--- config.mk ---
export PLATFORM = sky130hd
export DESIGN_NAME = cla_stream_shell
export DESIGN_NICKNAME = d
export VERILOG_FILES = /design/src/rtl/cla_pkg.sv /design/src/rtl/cla_result_fifo.sv /design/src/rtl/cla_stream_shell.sv
export SDC_FILE = /design/constraint.sdc
export NUM_CORES = 1
export LEC_CHECK = 0
export BUFFER_PORTS_ARGS = -buffer_cell sky130_fd_sc_hd__clkbuf_2
export CAP_MARGIN = 20
export CORE_UTILIZATION = 30
export CTS_CLUSTER_DIAMETER = 120
export CTS_CLUSTER_SIZE = 40
export DETAILED_ROUTE_END_ITERATION = 10
export PLACE_DENSITY = 0.56
export SKIP_CTS_REPAIR_TIMING = 1
export SKIP_LAST_GASP = 1
export SLEW_MARGIN = 20
export SYNTH_ARGS = -nofsm -noshare
export SYNTH_HDL_FRONTEND = slang
export SYNTH_SLANG_ARGS = --single-unit
--- constraint.sdc ---
create_clock -name clock -period 4.42 [get_ports clock]
set_clock_uncertainty 0.1 [all_clocks]
set_input_delay 0.663 -clock clock [delete_from_list [all_inputs] [get_ports clock]]
set_output_delay 0.663 -clock clock [all_outputs]
set_load 0.03 [all_outputs]
--- src/rtl/cla_pkg.sv ---
// Shared definitions for the CLA adder core and its streaming shell.
package cla_pkg;

    localparam int CLA_WIDTH = 32;
    localparam int CLA_LAT   = 2;

    typedef struct packed {
        logic                 carry;
        logic [CLA_WIDTH-1:0] sum;
    } cla_result_t;

endpackage

--- src/rtl/cla_result_fifo.sv ---
// Circular-buffer FIFO of adder results with head peek and occupancy count.
module cla_result_fifo
    import cla_pkg::*;
#(
    parameter  int DEPTH = 4,
    localparam int PW    = $clog2(DEPTH),
    localparam int CW    = PW + 1
) (
    input  logic          clock,
    input  logic          reset,
    input  logic          push,
    input  cla_result_t   push_data,
    input  logic          pop,
    output cla_result_t   head,
    output logic [CW-1:0] count,
    output logic          valid
);

    cla_result_t   mem_r [DEPTH];
    logic [PW-1:0] wr_ptr_r;
    logic [PW-1:0] rd_ptr_r;
    logic [CW-1:0] count_r;
    logic [CW-1:0] count_next_s;
    logic          valid_r;
    logic          pop_s;

    // A pop is only honoured when an entry is actually present.
    always_comb begin
        pop_s = pop & valid_r;
    end

    // Next occupancy; simultaneous push and pop leaves it unchanged.
    always_comb begin
        count_next_s = count_r;
        case ({push, pop_s})
            2'b10:   count_next_s = count_r + CW'(1);
            2'b01:   count_next_s = count_r - CW'(1);
            default: count_next_s = count_r;
        endcase
    end

    // Storage, pointers and occupancy; pointers wrap naturally at DEPTH.
    always_ff @(posedge clock or negedge reset) begin
        if (!reset) begin
            mem_r    <= '{default: '0};
            wr_ptr_r <= '0;
            rd_ptr_r <= '0;
            count_r  <= '0;
            valid_r  <= 1'b0;
        end else begin
            if (push) begin
                mem_r[wr_ptr_r] <= push_data;
                wr_ptr_r        <= wr_ptr_r + PW'(1);
            end
            if (pop_s) begin
                rd_ptr_r <= rd_ptr_r + PW'(1);
            end
            count_r <= count_next_s;
            valid_r <= (count_next_s != CW'(0));
        end
    end

    assign head  = mem_r[rd_ptr_r];
    assign count = count_r;
    assign valid = valid_r;

endmodule

--- src/rtl/cla_stream_shell.sv ---
// Valid/ready wrapper around the registered CLA adder core; credits guarantee
// every accepted operand pair has a FIFO slot waiting when its sum arrives.
module cla_stream_shell
    import cla_pkg::*;
#(
    parameter  int WIDTH = CLA_WIDTH,
    parameter  int DEPTH = 4,
    parameter  int LAT   = CLA_LAT,
    localparam int CW    = $clog2(DEPTH) + 1
) (
    input  logic             clock,
    input  logic             reset,
    input  logic             in_valid,
    output logic             in_ready,
    input  logic [WIDTH-1:0] in_a,
    input  logic [WIDTH-1:0] in_b,
    output logic [WIDTH-1:0] core_a,
    output logic [WIDTH-1:0] core_b,
    output logic             core_reset,
    input  logic [WIDTH-1:0] core_sum,
    input  logic             core_cout,
    output logic             out_valid,
    input  logic             out_ready,
    output logic [WIDTH-1:0] out_sum,
    output logic             out_carry,
    output logic [CW-1:0]    inflight
);

    logic [LAT-1:0] vpipe_r;
    logic [CW-1:0]  vpipe_cnt_s;
    logic [CW-1:0]  fifo_count_s;
    logic [CW-1:0]  inflight_s;
    logic           fire_in_s;
    logic           fire_out_s;
    logic           fifo_valid_s;
    cla_result_t    push_data_s;
    cla_result_t    head_s;

    // Credit check uses only registered occupancy, never in_valid or out_ready.
    always_comb begin
        vpipe_cnt_s = '0;
        for (int i = 0; i < LAT; i++) begin
            vpipe_cnt_s = vpipe_cnt_s + CW'(vpipe_r[i]);
        end
        inflight_s = fifo_count_s + vpipe_cnt_s;
        in_ready   = (inflight_s < CW'(DEPTH));
        fire_in_s  = in_valid & in_ready;
        fire_out_s = fifo_valid_s & out_ready;
    end

    // Operands reach the core only on an accepted pair; the core registers them.
    always_comb begin
        if (fire_in_s) begin
            core_a = in_a;
            core_b = in_b;
        end else begin
            core_a = '0;
            core_b = '0;
        end
    end

    // Valid pipeline tracks which core outputs belong to accepted pairs.
    always_ff @(posedge clock or negedge reset) begin
        if (!reset) begin
            vpipe_r <= '0;
        end else begin
            vpipe_r <= {vpipe_r[LAT-2:0], fire_in_s};
        end
    end

    assign push_data_s = '{carry: core_cout, sum: core_sum};

    cla_result_fifo #(
        .DEPTH (DEPTH)
    ) u_fifo (
        .clock     (clock),
        .reset     (reset),
        .push      (vpipe_r[LAT-1]),
        .push_data (push_data_s),
        .pop       (fire_out_s),
        .head      (head_s),
        .count     (fifo_count_s),
        .valid     (fifo_valid_s)
    );

    assign core_reset = ~reset;
    assign out_valid  = fifo_valid_s;
    assign out_sum    = head_s.sum;
    assign out_carry  = head_s.carry;
    assign inflight   = inflight_s;

endmodule
**After elaboration in Yosys (flattened, before gate mapping)**

Cells that the tools add are included.

- Bits in registers: 142
- Output and inout port bits: 103
- Logic and storage cells: 42
- Bits of input ports: 101

- Eq/ne operators: 2
- Bitwise operators: 6
- Mux-type cells: 9
- Add/sub/neg operators: 6
- $lt $le $gt $ge: 4
- Reductions and logical operators: 2

Operator list:

| kind | number |
|---|---|
| $bwmux 132 | 1 |
| $mux 33 | 3 |
| $bmux 33 s2 | 1 |
| $demux 33 s2 | 1 |
| $mux 32 | 2 |
| $ge 3x3->1 const B | 2 |
| $not 2->3 | 2 |
| $pmux 3 s2 | 1 |
| $add 2x1->2 const B | 2 |
| $add 3x1->3 const B | 1 |
| $add 3x2->3 | 1 |
| $and 1x1->1 | 3 |
| $lt 3x1->1 const B | 1 |
| $lt 3x3->1 const B | 1 |
| $reduce_bool 3->1 | 1 |
| $sub 3x1->3 const B | 1 |
| $add 1x1->2 | 1 |
| $eq 2x1->1 const B | 1 |
| $eq 2x2->1 const B | 1 |
| $logic_and 1x1->1 | 1 |
| $not 1->1 | 1 |

**Depth between registers and ports, before layout**

- Depth in word-level cells: 6
- Depth in mapped cells: 9
- Depth with buffers taken out: 7

**By module**

Synthesis repeated with hierarchy kept, for this count alone.

- Cell total of the unflattened synthesis: 446
- Area, all modules: 6827.8 sq um

By module, submodules not included:

| module | times used | seq. area each (sq um) | area an instance (sq um) | cells an instance |
|---|---|---|---|---|
| cla_result_fifo | 1 | 3503.4 | 6206.0 | 354 |
| cla_stream_shell | 1 | 50.0 | 621.8 | 92 |

**Least setup slack after synthesis**

OpenSTA, ideal clock, no wires.

- Path type: reg2out
- Start: reg vpipe_r[1]
- End: out core_a[24]
- Path slack: 1.715 ns
- Arrival: 1.942 ns
- Data required time: 3.657 ns
- Cell stages (with the launch flop): 10
- Cells stage by stage: dfrtp_1 -> buf_4 -> inv_1 -> fa_1 -> inv_1 -> ha_1 -> xnor2_2 -> buf_4 -> buf_6 -> and3_1

- Word-level cells in the longest chain between the ends: 5

Ends and longest elaborated chain:

| item | RTL line | source |
|---|---|---|
| start: declaration | cla_stream_shell.sv:29 | `logic [LAT-1:0] vpipe_r;` |
| start signal: assignment | cla_stream_shell.sv:67 | `vpipe_r <= {vpipe_r[LAT-2:0], fire_in_s};` |
| $add 1x1->2 | cla_stream_shell.sv:43 | `vpipe_cnt_s = vpipe_cnt_s + CW'(vpipe_r[i]);` |
| $add 3x2->3 | cla_stream_shell.sv:45 | `inflight_s = fifo_count_s + vpipe_cnt_s;` |
| $lt 3x3->1 | cla_stream_shell.sv:46 | `in_ready = (inflight_s < CW'(DEPTH));` |
| named net in_ready | cla_stream_shell.sv:14 | `output logic in_ready,` |
| $and 1x1->1 | cla_stream_shell.sv:47 | `fire_in_s = in_valid & in_ready;` |
| $mux 32 | cla_stream_shell.sv:53 | `if (fire_in_s) begin` |
| end: declaration | cla_stream_shell.sv:17 | `output logic [WIDTH-1:0] core_a,` |

The timed path passes the listed nets, and every way through them passes these cells.

**Worst setup path after layout**

- Start: reg vpipe_r[1]
- End: out core_b[26]

- Word-level cells in the longest chain between the ends: 5

Ends and longest elaborated chain:

| item | RTL line | source |
|---|---|---|
| $add 1x1->2 | cla_stream_shell.sv:43 |  |
| $add 3x2->3 | cla_stream_shell.sv:45 |  |
| $lt 3x3->1 | cla_stream_shell.sv:46 |  |
| $and 1x1->1 | cla_stream_shell.sv:47 |  |
| $mux 32 | cla_stream_shell.sv:53 |  |
| end: declaration | cla_stream_shell.sv:18 | `output logic [WIDTH-1:0] core_b,` |

No other way between the ends.

==> flow_metrics.env <==
export IMPL_p_leak_nw=4.82
export IMPL_rsz0062_at_grt="no"
export IMPL_crit_type="reg2out"
export IMPL_critPathMaxFanout=39
export IMPL_io_pins=204
export IMPL_cts_buffer_depth=2
export IMPL_core_sq_mm=0.0237
export IMPL_place_ws_ns=1.16
export IMPL_drive_gt1_frac=0.621
export IMPL_antenna_found_initial=2
export IMPL_io_buffers=203
export IMPL_cts_max_level=4
export IMPL_drtIter0Drc=218
export IMPL_place_area_sq_mm=0.00843
export IMPL_initial_core_util=0.308
export IMPL_cts_buffers=17
export IMPL_route_detailed_vias_per_inst=4.69
export IMPL_grt_pass1_vias=5154
export IMPL_grt_ovfl_total=0
export IMPL_slowest_delay_ns=0.61
export IMPL_final_area_sq_mm=0.00908
export IMPL_dr_pass1_iters=4
export IMPL_crit_chain="inv_1 -> fa_1 -> inv_1 -> ha_1 -> xnor2_4 -> buf_4 -> and3_1 -> clkbuf_2"
export IMPL_cpMostUsedCell="inv_1"
export IMPL_synthMuxAreaShare=0.372
export IMPL_antenna_left=0
export IMPL_drt_wl_total_um=19600
export IMPL_nets=744
export IMPL_syn_inst=445
export IMPL_cp_data_arrival_time_ns=2.96
export IMPL_synth_top_family_by_area="multiplexers"
export IMPL_rows=56
export IMPL_fin_hold_ws_ns=0.142
export IMPL_synthAdderAreaFrac=0.0158
export IMPL_slew_violations=0
export IMPL_hold_violations=0
export IMPL_synth_simple_area_share=0.0668
export IMPL_synth_compound_area_frac=0.00137
export IMPL_max_freq_mhz=269
export IMPL_clock_latency_ns=0.41
export IMPL_finalSetupViolCount=0
export IMPL_synth_nets=554
export IMPL_ys_types=24
export IMPL_power_density_mw_per_mm2=909
export IMPL_synth_xor_area_frac=0.00824
export IMPL_ys_ff_latch=142
export IMPL_area_growth_pct=24.5
export IMPL_post_dp_hpwl_um=13400
export IMPL_outcome="finished clean"
export IMPL_grt_max_degree=80
export IMPL_final_setup_tns_ns=0
export IMPL_relSlewSlack=0.307
export IMPL_fp_dieH_um=158
export IMPL_grt_pass1_wl_um=30100
export IMPL_ys_seq_area_frac=0.488
export IMPL_num_fill_cells=2294
export IMPL_grt_usage=0.167
export IMPL_tightest_slew_ns=1.04
export IMPL_crit_buf_inv=4
export IMPL_peakVddDrop_mv=0.358
export IMPL_path_clk_slew_ns=0.06
export IMPL_vias=4540
export IMPL_place_congestion=0.991
export IMPL_cts_tree="built"
export IMPL_die_w_um=158
export IMPL_critPathTopFamily="buffers and inverters"
export IMPL_cts_root_buf="clkbuf_16"
export IMPL_worstSetupEndpointType="output pin"
export IMPL_avgSynthCellArea_sq_um=16.4
export IMPL_period_share=0.842
export IMPL_start_kind="flop"
export IMPL_fin_crit_ns=3.72
export IMPL_required_ns=3.66
export IMPL_drcViolationCount=0
export IMPL_yosysWarnings=0
export IMPL_crit_slowest_cell="dfrtp_1"
export IMPL_syn_area_sq_mm=0.00729
export IMPL_worst_slack_ns=0.699
export IMPL_max_cap_violations=0
export IMPL_clock_sinks=142
export IMPL_dieArea_sq_mm=0.0249
export IMPL_min_path_type="in2async"
export IMPL_wl_per_cell_um=20.3
[final timing paths]
check                           startpoint  slack (ns)                to  depth (start not counted)
worst max-delay path            vpipe_r[1]        0.70        core_b[26]                          8
worst min-delay path                 reset        0.14  u_fifo.mem_r[91]                          1
worst max register to register  vpipe_r[1]        2.27      u_fifo.valid                          7
worst min register to register  vpipe_r[0]        0.29        vpipe_r[1]                          0
max in group asynchronous            reset        2.59   u_fifo.mem_r[2]                          2
min in group clock              vpipe_r[0]        0.29        vpipe_r[1]                          0
[metrics by stage]
| stage | instances | power, mW | utilization |
|---|---|---|---|
| 2_1_floorplan | 445 | 5.82 | - |
| 3_3_place_gp | 935 | 6.61 | 0.356 |
| 3_5_place_dp | 935 | 6.76 | 0.356 |
| 4_1_cts | 966 | 8.36 | 0.383 |
| 5_1_grt | 967 | 8.73 | 0.383 |
| 6_report | 967 | 8.25 | 0.383 |
[flip-flops by register name (all words and copies together) (netlist names)]
signal,cells
u_fifo.count,3
u_fifo.mem_r,132
u_fifo.rd_ptr_r,2
u_fifo.valid,1
u_fifo.wr_ptr_r,2
vpipe_r,2
[where the power goes]
group | switching, mW | total [mW] | internal [mW] | leakage [nW]
Clock | 0.547 | 1.55 | 1.01 | 0.307
Combinational | 2.21 | 4.25 | 2.04 | 2.86
Sequential | 0.464 | 2.44 | 1.98 | 1.65
[per-layer routing]
metal,track usage,routed length [um]
met5,0,0
met4,0.0721,555
met3,0.0339,920
met2,0.316,10700
met1,0.177,7480
[layout make-up]
type | count | area, sq um | area share
Antenna cell | 1 | 2.50 | 0.000276
Sequential cell | 142 | 3560 | 0.392
Multi-Input combinational cell | 257 | 3390 | 0.374
Clock inverter | 8 | 153 | 0.0168
Timing Repair Buffer | 206 | 1040 | 0.115
Inverter | 11 | 41.3 | 0.00455
Tap cell | 319 | 399 | 0.0440
Clock buffer | 23 | 488 | 0.0538
[cell usage after synthesis]
cell type,instances,share of area
buf_4,2,0.0021
dfrtp_1,142,0.49
ha_1,6,0.010
fa_1,2,0.0055
nand2_1,3,0.0015
buf_6,16,0.025
and2_1,2,0.0017
buf_2,4,0.0027
xor2_1,3,0.0036
nand2_4,4,0.0062
or3_1,1,0.00086
mux2_2,12,0.019
mux4_1,5,0.018
nand4bb_1,1,0.0015
mux2_4,120,0.25
buf_12,3,0.0082
xnor2_2,1,0.0022
inv_1,11,0.0057
mux4_2,28,0.087
and3_1,64,0.055
xnor2_1,2,0.0024
clkbuf_1,10,0.0052
mux2i_1,1,0.0014
o21ai_0,2,0.0014
[logic make-up (layout without fill, tap and decap cells)]
| kind of cell | count (synthesis) | after routing |
|---|---|---|
| AOI/OAI and AO/OA | 2 | 2 |
| xor gates and xnor gates | 6 | 6 |
| adders and majority gates | 8 | 8 |
| buffers and inverters | 46 | 248 |
| DFF | 142 | 142 |
| muxes | 166 | 166 |
| other | 0 | 1 |
| and+or+nand+nor | 75 | 75 |
[layout by cell type (no fill, tap or decap)]
cell type / instances
mux4_1: 5
or3_1: 1
clkbuf_8: 4
xor2_1: 3
clkinvlp_4: 2
o21ai_0: 2
fa_1: 2
mux4_2: 28
and3_1: 64
clkbuf_2: 202
mux2i_1: 1
xnor2_1: 2
buf_6: 1
buf_4: 3
and2_1: 2
xnor2_4: 1
diode_2: 1
bufinv_16: 4
clkbuf_1: 2
dfrtp_2: 2
nand2_4: 4
nand2_1: 3
clkbuf_16: 17
mux2_4: 120
mux2_2: 12
dfrtp_1: 140
inv_6: 2
ha_1: 6
inv_1: 11
nand4bb_1: 1
(Power assumes the default switching activity.)
